### src/rtl/logic_seq_pkg.sv
// logic_seq_pkg: opcodes, FSM states, flag bundle and count-width helper for logic_seq.
package logic_seq_pkg;
  typedef enum logic [1:0] {S_IDLE = 2'd0, S_BUSY = 2'd1, S_DONE = 2'd2} state_t;
  typedef struct packed {
    logic za;
    logic zb;
    logic eq;
    logic gt;
    logic lt;
    logic zr;
    logic err;
  } flags_t;
  localparam logic [3:0] OP_AND  = 4'h0;
  localparam logic [3:0] OP_OR   = 4'h1;
  localparam logic [3:0] OP_NOR  = 4'h2;
  localparam logic [3:0] OP_NOTA = 4'h4;
  localparam logic [3:0] OP_NOTB = 4'h5;
  localparam logic [3:0] OP_XOR  = 4'h6;
  localparam logic [3:0] OP_XNOR = 4'h7;
  localparam logic [3:0] OP_SHL  = 4'h8;
  localparam logic [3:0] OP_SHR  = 4'h9;
  localparam logic [3:0] OP_ROL  = 4'hA;
  localparam logic [3:0] OP_ROR  = 4'hB;
  localparam logic [3:0] OP_POP  = 4'hC;
  localparam logic [3:0] OP_CLZ  = 4'hD;
  function automatic int cw_of(input int width);
    return $clog2(width) + 1;
  endfunction
endpackage

### src/rtl/logic_seq_bitscan.sv
// logic_seq_bitscan: chunk-serial popcount / leading-zero accumulator, MSB chunk first.
module logic_seq_bitscan
  import logic_seq_pkg::*;
#(
  parameter int WIDTH = 32,
  parameter int STEP = 8,
  localparam int CW = cw_of(WIDTH)
) (
  input  logic            clk,
  input  logic            rst_n,
  input  logic            clr_i,
  input  logic            en_i,
  input  logic            mode_i,
  input  logic [STEP-1:0] chunk_i,
  output logic [CW-1:0]   count_o,
  output logic            found_o
);
  logic [CW-1:0] cnt_q, cnt_d, pc, lz;
  logic found_q, found_d, hit;
  always_comb begin
    pc = '0;
    lz = '0;
    hit = 1'b0;
    for (int i = STEP - 1; i >= 0; i--) begin
      pc = pc + CW'(chunk_i[i]);
      if (!hit && !chunk_i[i]) lz = lz + CW'(1);
      hit = hit | chunk_i[i];
    end
    // leading zeros only count until the first one has been seen
    cnt_d = cnt_q + (mode_i ? (found_q ? '0 : lz) : pc);
    found_d = found_q | hit;
  end
  assign count_o = cnt_d;
  assign found_o = found_d;
  always_ff @(posedge clk or negedge rst_n) begin
    if (!rst_n) begin
      cnt_q <= '0;
      found_q <= 1'b0;
    end else if (clr_i) begin
      cnt_q <= '0;
      found_q <= 1'b0;
    end else if (en_i) begin
      cnt_q <= cnt_d;
      found_q <= found_d;
    end
  end
endmodule

### src/rtl/logic_seq.sv
// logic_seq: handshaked bitwise/shift/rotate unit with iterative POPCNT and CLZ.
module logic_seq
  import logic_seq_pkg::*;
#(
  parameter int WIDTH = 32,
  parameter int STEP = 8,
  localparam int CW = cw_of(WIDTH),
  localparam int SA = $clog2(WIDTH)
) (
  input  logic             clk,
  input  logic             rst_n,
  input  logic             in_valid,
  output logic             in_ready,
  input  logic [WIDTH-1:0] a,
  input  logic [WIDTH-1:0] b,
  input  logic [3:0]       opcode,
  input  logic             cmp_signed,
  output logic             out_valid,
  input  logic             out_ready,
  output logic [WIDTH-1:0] outlu,
  output logic             za,
  output logic             zb,
  output logic             eq,
  output logic             gt,
  output logic             lt,
  output logic             zr,
  output logic             err
);
  localparam int N = WIDTH / STEP;
  localparam int IW = $clog2(N) + 1;
  state_t state_q, state_d;
  flags_t flags_q, flags_d;
  logic [WIDTH-1:0] opa_q, opa_d, outlu_q, outlu_d, res, fin;
  logic [IW-1:0] it_q, it_d;
  logic mode_q, mode_d, clr, en, iter, illegal, sgt, slt, found;
  logic [SA-1:0] sh;
  logic [CW-1:0] count;
  logic_seq_bitscan #(.WIDTH(WIDTH), .STEP(STEP)) u_scan (
    .clk(clk), .rst_n(rst_n), .clr_i(clr), .en_i(en), .mode_i(mode_q),
    .chunk_i(opa_q[WIDTH-1 -: STEP]), .count_o(count), .found_o(found)
  );
  assign sh = b[SA-1:0];
  assign iter = opcode == OP_POP || opcode == OP_CLZ;
  assign illegal = opcode inside {4'h3, 4'hE, 4'hF};
  assign sgt = cmp_signed ? ($signed(a) > $signed(b)) : (a > b);
  assign slt = cmp_signed ? ($signed(a) < $signed(b)) : (a < b);
  assign fin = (mode_q && !found) ? WIDTH'(WIDTH) : WIDTH'(count);
  always_comb begin
    res = '0;
    case (opcode)
      OP_AND:  res = a & b;
      OP_OR:   res = a | b;
      OP_NOR:  res = ~(a | b);
      OP_NOTA: res = ~a;
      OP_NOTB: res = ~b;
      OP_XOR:  res = a ^ b;
      OP_XNOR: res = ~(a ^ b);
      OP_SHL:  res = a << sh;
      OP_SHR:  res = a >> sh;
      OP_ROL:  res = (a << sh) | (a >> (WIDTH - int'(sh)));
      OP_ROR:  res = (a >> sh) | (a << (WIDTH - int'(sh)));
      default: res = '0;
    endcase
  end
  always_comb begin
    state_d = state_q;
    flags_d = flags_q;
    opa_d = opa_q;
    outlu_d = outlu_q;
    it_d = it_q;
    mode_d = mode_q;
    clr = 1'b0;
    en = 1'b0;
    case (state_q)
      S_IDLE: if (in_valid) begin
        flags_d = {a == '0, b == '0, a == b, sgt, slt, !iter && res == '0, illegal};
        opa_d = a;
        it_d = '0;
        mode_d = opcode == OP_CLZ;
        clr = iter;
        outlu_d = iter ? '0 : res;
        state_d = iter ? S_BUSY : S_DONE;
      end
      S_BUSY: begin
        en = 1'b1;
        opa_d = opa_q << STEP;
        it_d = it_q + IW'(1);
        if (it_q == IW'(N - 1)) begin
          state_d = S_DONE;
          outlu_d = fin;
          flags_d.zr = fin == '0;
        end
      end
      S_DONE: if (out_ready) state_d = S_IDLE;
      default: state_d = S_IDLE;
    endcase
  end
  always_ff @(posedge clk or negedge rst_n) begin
    if (!rst_n) begin
      state_q <= S_IDLE;
      flags_q <= '0;
      opa_q <= '0;
      outlu_q <= '0;
      it_q <= '0;
      mode_q <= 1'b0;
    end else begin
      state_q <= state_d;
      flags_q <= flags_d;
      opa_q <= opa_d;
      outlu_q <= outlu_d;
      it_q <= it_d;
      mode_q <= mode_d;
    end
  end
  assign in_ready = state_q == S_IDLE;
  assign out_valid = state_q == S_DONE;
  assign outlu = outlu_q;
  assign {za, zb, eq, gt, lt, zr, err} = flags_q;
endmodule

### config.mk
export PLATFORM = sky130hd
export DESIGN_NAME = logic_seq
export DESIGN_NICKNAME = d
export VERILOG_FILES = /design/src/rtl/logic_seq_pkg.sv /design/src/rtl/logic_seq_bitscan.sv /design/src/rtl/logic_seq.sv
export SDC_FILE = /design/constraint.sdc
export NUM_CORES = 1
export LEC_CHECK = 0
export ABC_CLOCK_PERIOD_IN_PS = 9000
export CAP_MARGIN = 20
export CORE_AREA = 4 4 236 238
export CTS_CLUSTER_DIAMETER = 150
export DETAILED_ROUTE_END_ITERATION = 12
export DIE_AREA = 0 0 240 242
export PLACE_DENSITY_LB_ADDON = 0.3
export SYNTH_ARGS = -nofsm -noshare
export SYNTH_HDL_FRONTEND = slang
export SYNTH_SLANG_ARGS = --single-unit
### constraint.sdc
create_clock -name clk -period 9 [get_ports clk]
set_input_delay 2.7 -clock clk [delete_from_list [all_inputs] [get_ports clk]]
set_output_delay 2.7 -clock clk [all_outputs]
set_load 0.005 [all_outputs]
==> results of run 1 <==
-- layout by cell type, fill, tap and decap left out, drive strengths merged, types with 17 or more instances in the layout --
master,instances
nand2,168
o211ai,19
dfrtp,84
buf,93
a211oi,33
nor4,45
mux2i,91
ha,116
xnor2,23
nor3,24
nor2,161
o21ai,122
nand2b,24
a22oi,33
a21oi,80
mux4,112
nand4,17
mux2,51
o22ai,49
inv,112
nand3,29
clkdlybuf4s50,105
nor2b,28
xor2,17
a22o,31
-- per-stage QoR --
step | hold slack, ns | instances | util, % | cell area (µm²)
floorplan | 0.4402 | 1920 | - | 15880
global placement | 0.4583 | 2617 | 33.02 | 17700
detailed placement | 0.4635 | 2620 | 33.09 | 17740
CTS | 0.4781 | 2636 | 33.71 | 18070
global route | 0.4909 | 2640 | 33.79 | 18110
finish | 0.4753 | 2641 | 33.79 | 18110
-- power groups by stage --
stage / Sequential [W] / Combinational, W / Clock (W)
5_1_grt: 0.000683 / 0.00227 / 0.000440
6_report: 0.000661 / 0.00209 / 0.000413
3_3_place_gp: 0.000663 / 0.00203 / 0
3_5_place_dp: 0.000669 / 0.00205 / 0
4_1_cts: 0.000663 / 0.00206 / 0.000422
2_1_floorplan: 0.000630 / 0.00131 / 0
-- cell families (layout without fill, tap and decap cells) --
kind of cell,count (synthesis),count (layout),synth area share (%)
muxes,254,254,25.24
other,0,2,0
and+or+nand+nor,576,576,17.87
DFF,84,84,13.24
adders and majority gates,121,121,9.772
buffers and inverters,301,324,8.094
xor gates and xnor gates,40,40,2.207
AOI/OAI and AO/OA,544,544,23.57
-- worst register-to-register path, delay by kind of cell (launching register included) --
kind / cells / cell delay [ns]
flops: 1 / 0.42
compound gates: 10 / 1.53
buf+inv: 1 / 0.13
xor+xnor: 3 / 0.50
simple gates: 4 / 0.81
mux: 2 / 0.44
fa+ha+maj: 6 / 1.74
-- final timing paths --
check | start | to | slack [ns]
max reg2reg | opa_q[30]$_DFFE_PN0P_ | outlu[5]$_DFFE_PN0P_ | 3.38
max | b[0] | zr$_DFFE_PN0P_ | 1.76
max in group asynchronous | rst_n | opa_q[21]$_DFFE_PN0P_ | 5.99
min in group asynchronous | rst_n | u_scan.cnt_q[1]$_DFFE_PN0P_ | 2.36
min reg2reg | outlu[5]$_DFFE_PN0P_ | outlu[5]$_DFFE_PN0P_ | 0.48
min | outlu[5]$_DFFE_PN0P_ | outlu[5]$_DFFE_PN0P_ | 0.48
-- registers in the layout, summed over array words and instances, names as in the netlist --
register        count
eq                  1
u_scan.cnt_q        6
u_scan.found_q      1
state_q             2
opa_q              32
zb                  1
gt                  1
err                 1
mode_q              1
za                  1
outlu              32
it_q                3
zr                  1
lt                  1
-- per-layer routing --
layer | share of wire [%] | vias to the layer above | GRT usage (%)
met4 | 6.3 | 6 | 14.58
met5 | 0.044 | - | 0
met3 | 10 | 316 | 5.681
met1 | 41 | 8770 | 42.40
li1 | - | 7345 | -
met2 | 42 | 1279 | 45.30
-- final cells by class --
class,instances,share of cell area (%)
Clock inverter,7,0.5872
Tap cell,696,4.808
Clock buffer,9,1.243
Sequential cell,84,11.61
Antenna cell,2,0.02763
Timing Repair Buffer,199,9.968
Inverter,109,2.259
Multi-Input combinational cell,1535,69.50
==> results.json, run 1 <==
{
  "regArea_um2": 2102,
  "drc_errors": 0,
  "fin_crit_sh_pct": 80.48,
  "path_clk_slew_ns": 0.07,
  "clockBufferDepth": 2,
  "postCtsSetupBuffers": 0,
  "path_cells": "buf_6, inv_1, ha_2, buf_12, mux4_2, nor2_1, o21ai_0, a31oi_1, nor2_1, a2111oi_0, and3_1, nand4_1, o21ai_1",
  "die_w_um": 240,
  "grt_start_max_net_pins": 85,
  "initialDrtViolationCount": 2334,
  "ys_ff_latch": 84,
  "grtUsageTotal_pct": 30.45,
  "rsz0062_at_grt": "false",
  "finalWorstSetupSlack_ns": 1.756,
  "post_cts_resize_count": 0,
  "cts_tree": "yes",
  "clock_latency_ns": 0.34,
  "ys_async_sr_fraction_pct": 100.0,
  "powerDensity_nw_per_um2": 174.6,
  "fmax_mhz": 138.1,
  "critical_path_cell_count": 13,
  "synthTopCellsByArea": "mux4_2 (16%), dfrtp_1 (13%), ha_1 (9.1%), mux2i_1 (5.7%), nand2_1 (4.0%)",
  "n_fill_cell": 5671,
  "die-height_um": 242,
  "io_pins": 114,
  "syn_to_final_growth_pct": 14.08,
  "netlist_instances": 1920,
  "yosysTopAreaCell": "mux4_2",
  "wl_per_cell_um": 34.93,
  "gp_congestion": 1.042,
  "cp.buffers_inverters": 3,
  "syn_nets": 2114,
  "synth_edf_count": 0,
  "ys_warn_count": 0,
  "start_kind": "input port",
  "vias": 17720,
  "drive_above_1_share_pct": 15.65,
  "cts_buffers": 9,
  "die_area_um2": 58080,
  "placementRows": 85,
  "fin_crit_ns": 7.244,
  "slew-limit-headroom_pct": 11.53,
  "cts_hold_buf": 0,
  "max_stage_delay_ns": 1.00,
  "slowest_stage": "a2111oi_0",
  "ys_top_cells_by_count": "nand2_1 (168), nor2_1 (161), o21ai_0 (119)",
  "yosysUniqueCellTypes": 85,
  "multi_input_area_um2": 12590,
  "syn_area_per_cell_um2": 8.269,
  "cpLargestDelayFamily": "compound AO/OA/AOI/OAI gates",
  "arrival_ns": 7.51,
  "first_pass_iters": 6,
  "place_ws_ns": 1.549,
  "p_seq_share_pct": 20.9,
  "drv_cap": 0,
  "fin_skew_ns": 0.009456,
  "finish.net_count": 2132,
  "wl_mm": 92.25,
  "setup_viol": 0,
  "leakage_nw": 7.204,
  "synth_top_area_share_pct": 15.89,
  "status": "completed",
  "numPortBuffers": 113,
  "yosysSeqAreaShare_pct": 13.24,
  "min_path_cells": 1,
  "hold_viol_final": 0,
  "p_total_w": 0.003163,
  "antenna_found_initial": 7,
  "grt.overflow.total": 0,
  "combPwrFrac_pct": 66.0,
  "crit_fanout": 74,
  "viasPerCell": 6.708,
  "coreArea_um2": 53600,
  "grt_pass1_vias": 16740,
  "cp_data_required_time_ns": 9.27,
  "ys.flop_type": "dfrtp_1",
  "cell_internal_pwr_w": 0.001663,
  "postRouteAntennaNets": 0,
  "initial_core_util_pct": 29.62,
  "hold_path.class": "flip-flop to flip-flop",
  "dp_hpwl_mm": 68.75,
  "rr_worst_depth": 26,
  "finalMaxSlewViolations": 0,
  "htree_levels": 3,
  "path_class": "input port to flip-flop",
  "p_sw_w": 0.001500,
  "synth_area_um2": 15880,
  "grt_pass1_wl_mm": 129.7,
  "p_sw_share_pct": 47.41,
  "cts.sinks": 84,
  "end_kind": "flip-flop",
  "clockRootBuffer": "clkbuf_16",
  "pwr-share-clk_pct": 13.1,
  "setup-tns-final_ns": 0,
  "worst_pin_slew_ns": 1.310,
  "path_common_cell": "nor2_1",
  "yosysMostFrequentCell": "nand2_1",
  "ir_drop_v": 0.0001168
}
No activity file was read; power rests on OpenSTA's default activity.
==> run 2, diff against run 1 <==
- ABC_CLOCK_PERIOD_IN_PS: 9000 -> 6070
- clock period: 9 -> 6.07 ns (I/O delays scaled with it)
==> results.json, run 2 (synthesized netlist as in run 1, its figures left out) <==
{
  "status": "completed",
  "end_kind": "flip-flop",
  "syn_to_final_growth_pct": 18.54,
  "worst_pin_slew_ns": 1.106,
  "fin_crit_ns": 5.460,
  "finalMaxSlewViolations": 0,
  "first_pass_iters": 6,
  "drive_above_1_share_pct": 19.72,
  "cts_tree": "yes",
  "hold_viol_final": 0,
  "gp_congestion": 1.077,
  "n_antenna_cell": 0,
  "fin_crit_sh_pct": 89.94,
  "clockRootBuffer": "clkbuf_16",
  "cts_buffers": 9,
  "crit_fanout": 10,
  "htree_levels": 3,
  "clock_latency_ns": 0.34,
  "grt_pass1_wl_mm": 124.9,
  "viasPerCell": 6.491,
  "antenna_found_initial": 2,
  "grt_start_max_net_pins": 79,
  "slew-limit-headroom_pct": 26.02,
  "clockBufferDepth": 2,
  "postCtsSetupBuffers": 0,
  "regArea_um2": 2102,
  "placementRows": 85,
  "final_common_cell": "buf_4",
  "cts_hold_buf": 0,
  "grt_pass1_vias": 16970,
  "cp_data_required_time_ns": 6.36,
  "post_cts_resize_count": 0,
  "min_path_cells": 1,
  "finish.net_count": 2234,
  "grtUsageTotal_pct": 28.84,
  "n_fill_cell": 5621,
  "path_clk_slew_ns": 0.06,
  "numPortBuffers": 113,
  "path_class": "flip-flop to flip-flop",
  "drv_cap": 0,
  "rrSetupSlack_ns": 0.61,
  "initial_core_util_pct": 29.62,
  "ir_drop_v": 0.0003387,
  "hold-worst-slack_ns": 0.4774,
  "wl_per_cell_um": 31.93,
  "dp_hpwl_mm": 69.41,
  "setup-tns-final_ns": 0,
  "wl_mm": 87.48,
  "vias": 17790,
  "setup_viol": 0,
  "postRouteAntennaNets": 0,
  "layout_common_cells": "buf_4 (184), nand2_1 (168), nor2_1 (161)",
  "rsz0062_at_grt": "false",
  "grt.overflow.total": 0,
  "hold_path.class": "flip-flop to flip-flop",
  "rr_worst_depth": 26,
  "die_w_um": 240,
  "fmax_mhz": 183.2,
  "arrival_ns": 5.75,
  "start_kind": "flip-flop",
  "multi_input_area_um2": 12540,
  "leakage_nw": 7.666,
  "placedInstanceArea_um2": 18510,
  "powerDensity_nw_per_um2": 251.4,
  "drc_errors": 0,
  "die_area_um2": 58080,
  "initialDrtViolationCount": 2861,
  "final_area_um2": 18820,
  "cts.sinks": 84,
  "fin_skew_ns": 0.007115,
  "die-height_um": 242,
  "coreArea_um2": 53600,
  "io_pins": 114
}
-- run 2: cell types whose count changed in the layout (fill, tap and decap cells not counted), moves of 2 or more --
| cell | delta |
|---|---|
| diode_2 | -2 |
| clkinv_2 | +2 |
| nor4bb_2 | -2 |
| buf_4 | +102 |
| inv_6 | -3 |
| buf_1 | -2 |
| nor4bb_1 | +2 |
| buf_12 | +3 |
-- run 2: final cells by class --
type / count / share of cell area [%]
clock buffer: 10 / 1.217
clock inverter: 5 / 0.4122
multi-input combinational: 1535 / 66.64
inverter: 109 / 2.174
tap: 696 / 4.627
sequential: 84 / 11.17
timing repair buffer: 301 / 13.76
-- run 2: stage by stage --
step	setup WS, ns	cells	utilization [%]	total power [W]
floorplan	0.2169	1920	-	0.002871
global placement	0.4055	2724	34.53	0.004081
detailed placement	0.4933	2724	34.53	0.004103
CTS	0.5349	2739	35.10	0.004698
global route	0.002590	2740	35.11	0.005091
finish	0.6105	2740	35.11	0.004731
-- run 2: worst paths after layout --
check	start	to
max in group asynchronous	rst_n	outlu[19]$_DFFE_PN0P_
hold reg to reg	lt$_DFFE_PN0P_	lt$_DFFE_PN0P_
hold / removal	lt$_DFFE_PN0P_	lt$_DFFE_PN0P_
setup reg to reg	opa_q[30]$_DFFE_PN0P_	outlu[5]$_DFFE_PN0P_
setup / recovery	opa_q[30]$_DFFE_PN0P_	outlu[5]$_DFFE_PN0P_
min in group asynchronous	rst_n	opa_q[28]$_DFFE_PN0P_
-- run 2: metal layers --
| metal | vias up | part of all wire, % | track usage (%) | routed length, µm |
|---|---|---|---|---|
| li1 | 7521 | - | - | - |
| met1 | 8780 | 42 | 41.12 | 36780 |
| met2 | 1260 | 42 | 41.75 | 36380 |
| met3 | 223 | 11 | 6.956 | 9921 |
| met4 | 2 | 5.0 | 11.48 | 4386 |
| met5 | - | 0.018 | 0 | 16 |
-- run 2: power breakdown --
part / internal (W) / total (W) / switching [W]
Sequential: 0.000801 / 0.000980 / 0.000178
Clock: 0.000357 / 0.000581 / 0.000225
Combinational: 0.00137 / 0.00317 / 0.00180
-- run 2: worst max-delay path, stage by stage (launching register included) --
cell	delay (ns)
dfrtp_1	0.41
inv_1	0.13
ha_1	0.22
nor2b_1	0.47
xor2_1	0.14
ha_1	0.33
nor2b_1	0.13
o21ai_0	0.23
xor2_1	0.17
o21ai_0	0.09
ha_1	0.30
nand2_1	0.06
o21ai_0	0.10
ha_1	0.31
mux2_2	0.28
ha_1	0.27
mux2i_1	0.06
o22ai_1	0.20
ha_1	0.28
a21o_1	0.18
a21oi_1	0.22
o21bai_1	0.09
a21oi_1	0.18
xnor2_1	0.16
nor2_1	0.09
a211oi_1	0.21
a21o_1	0.10
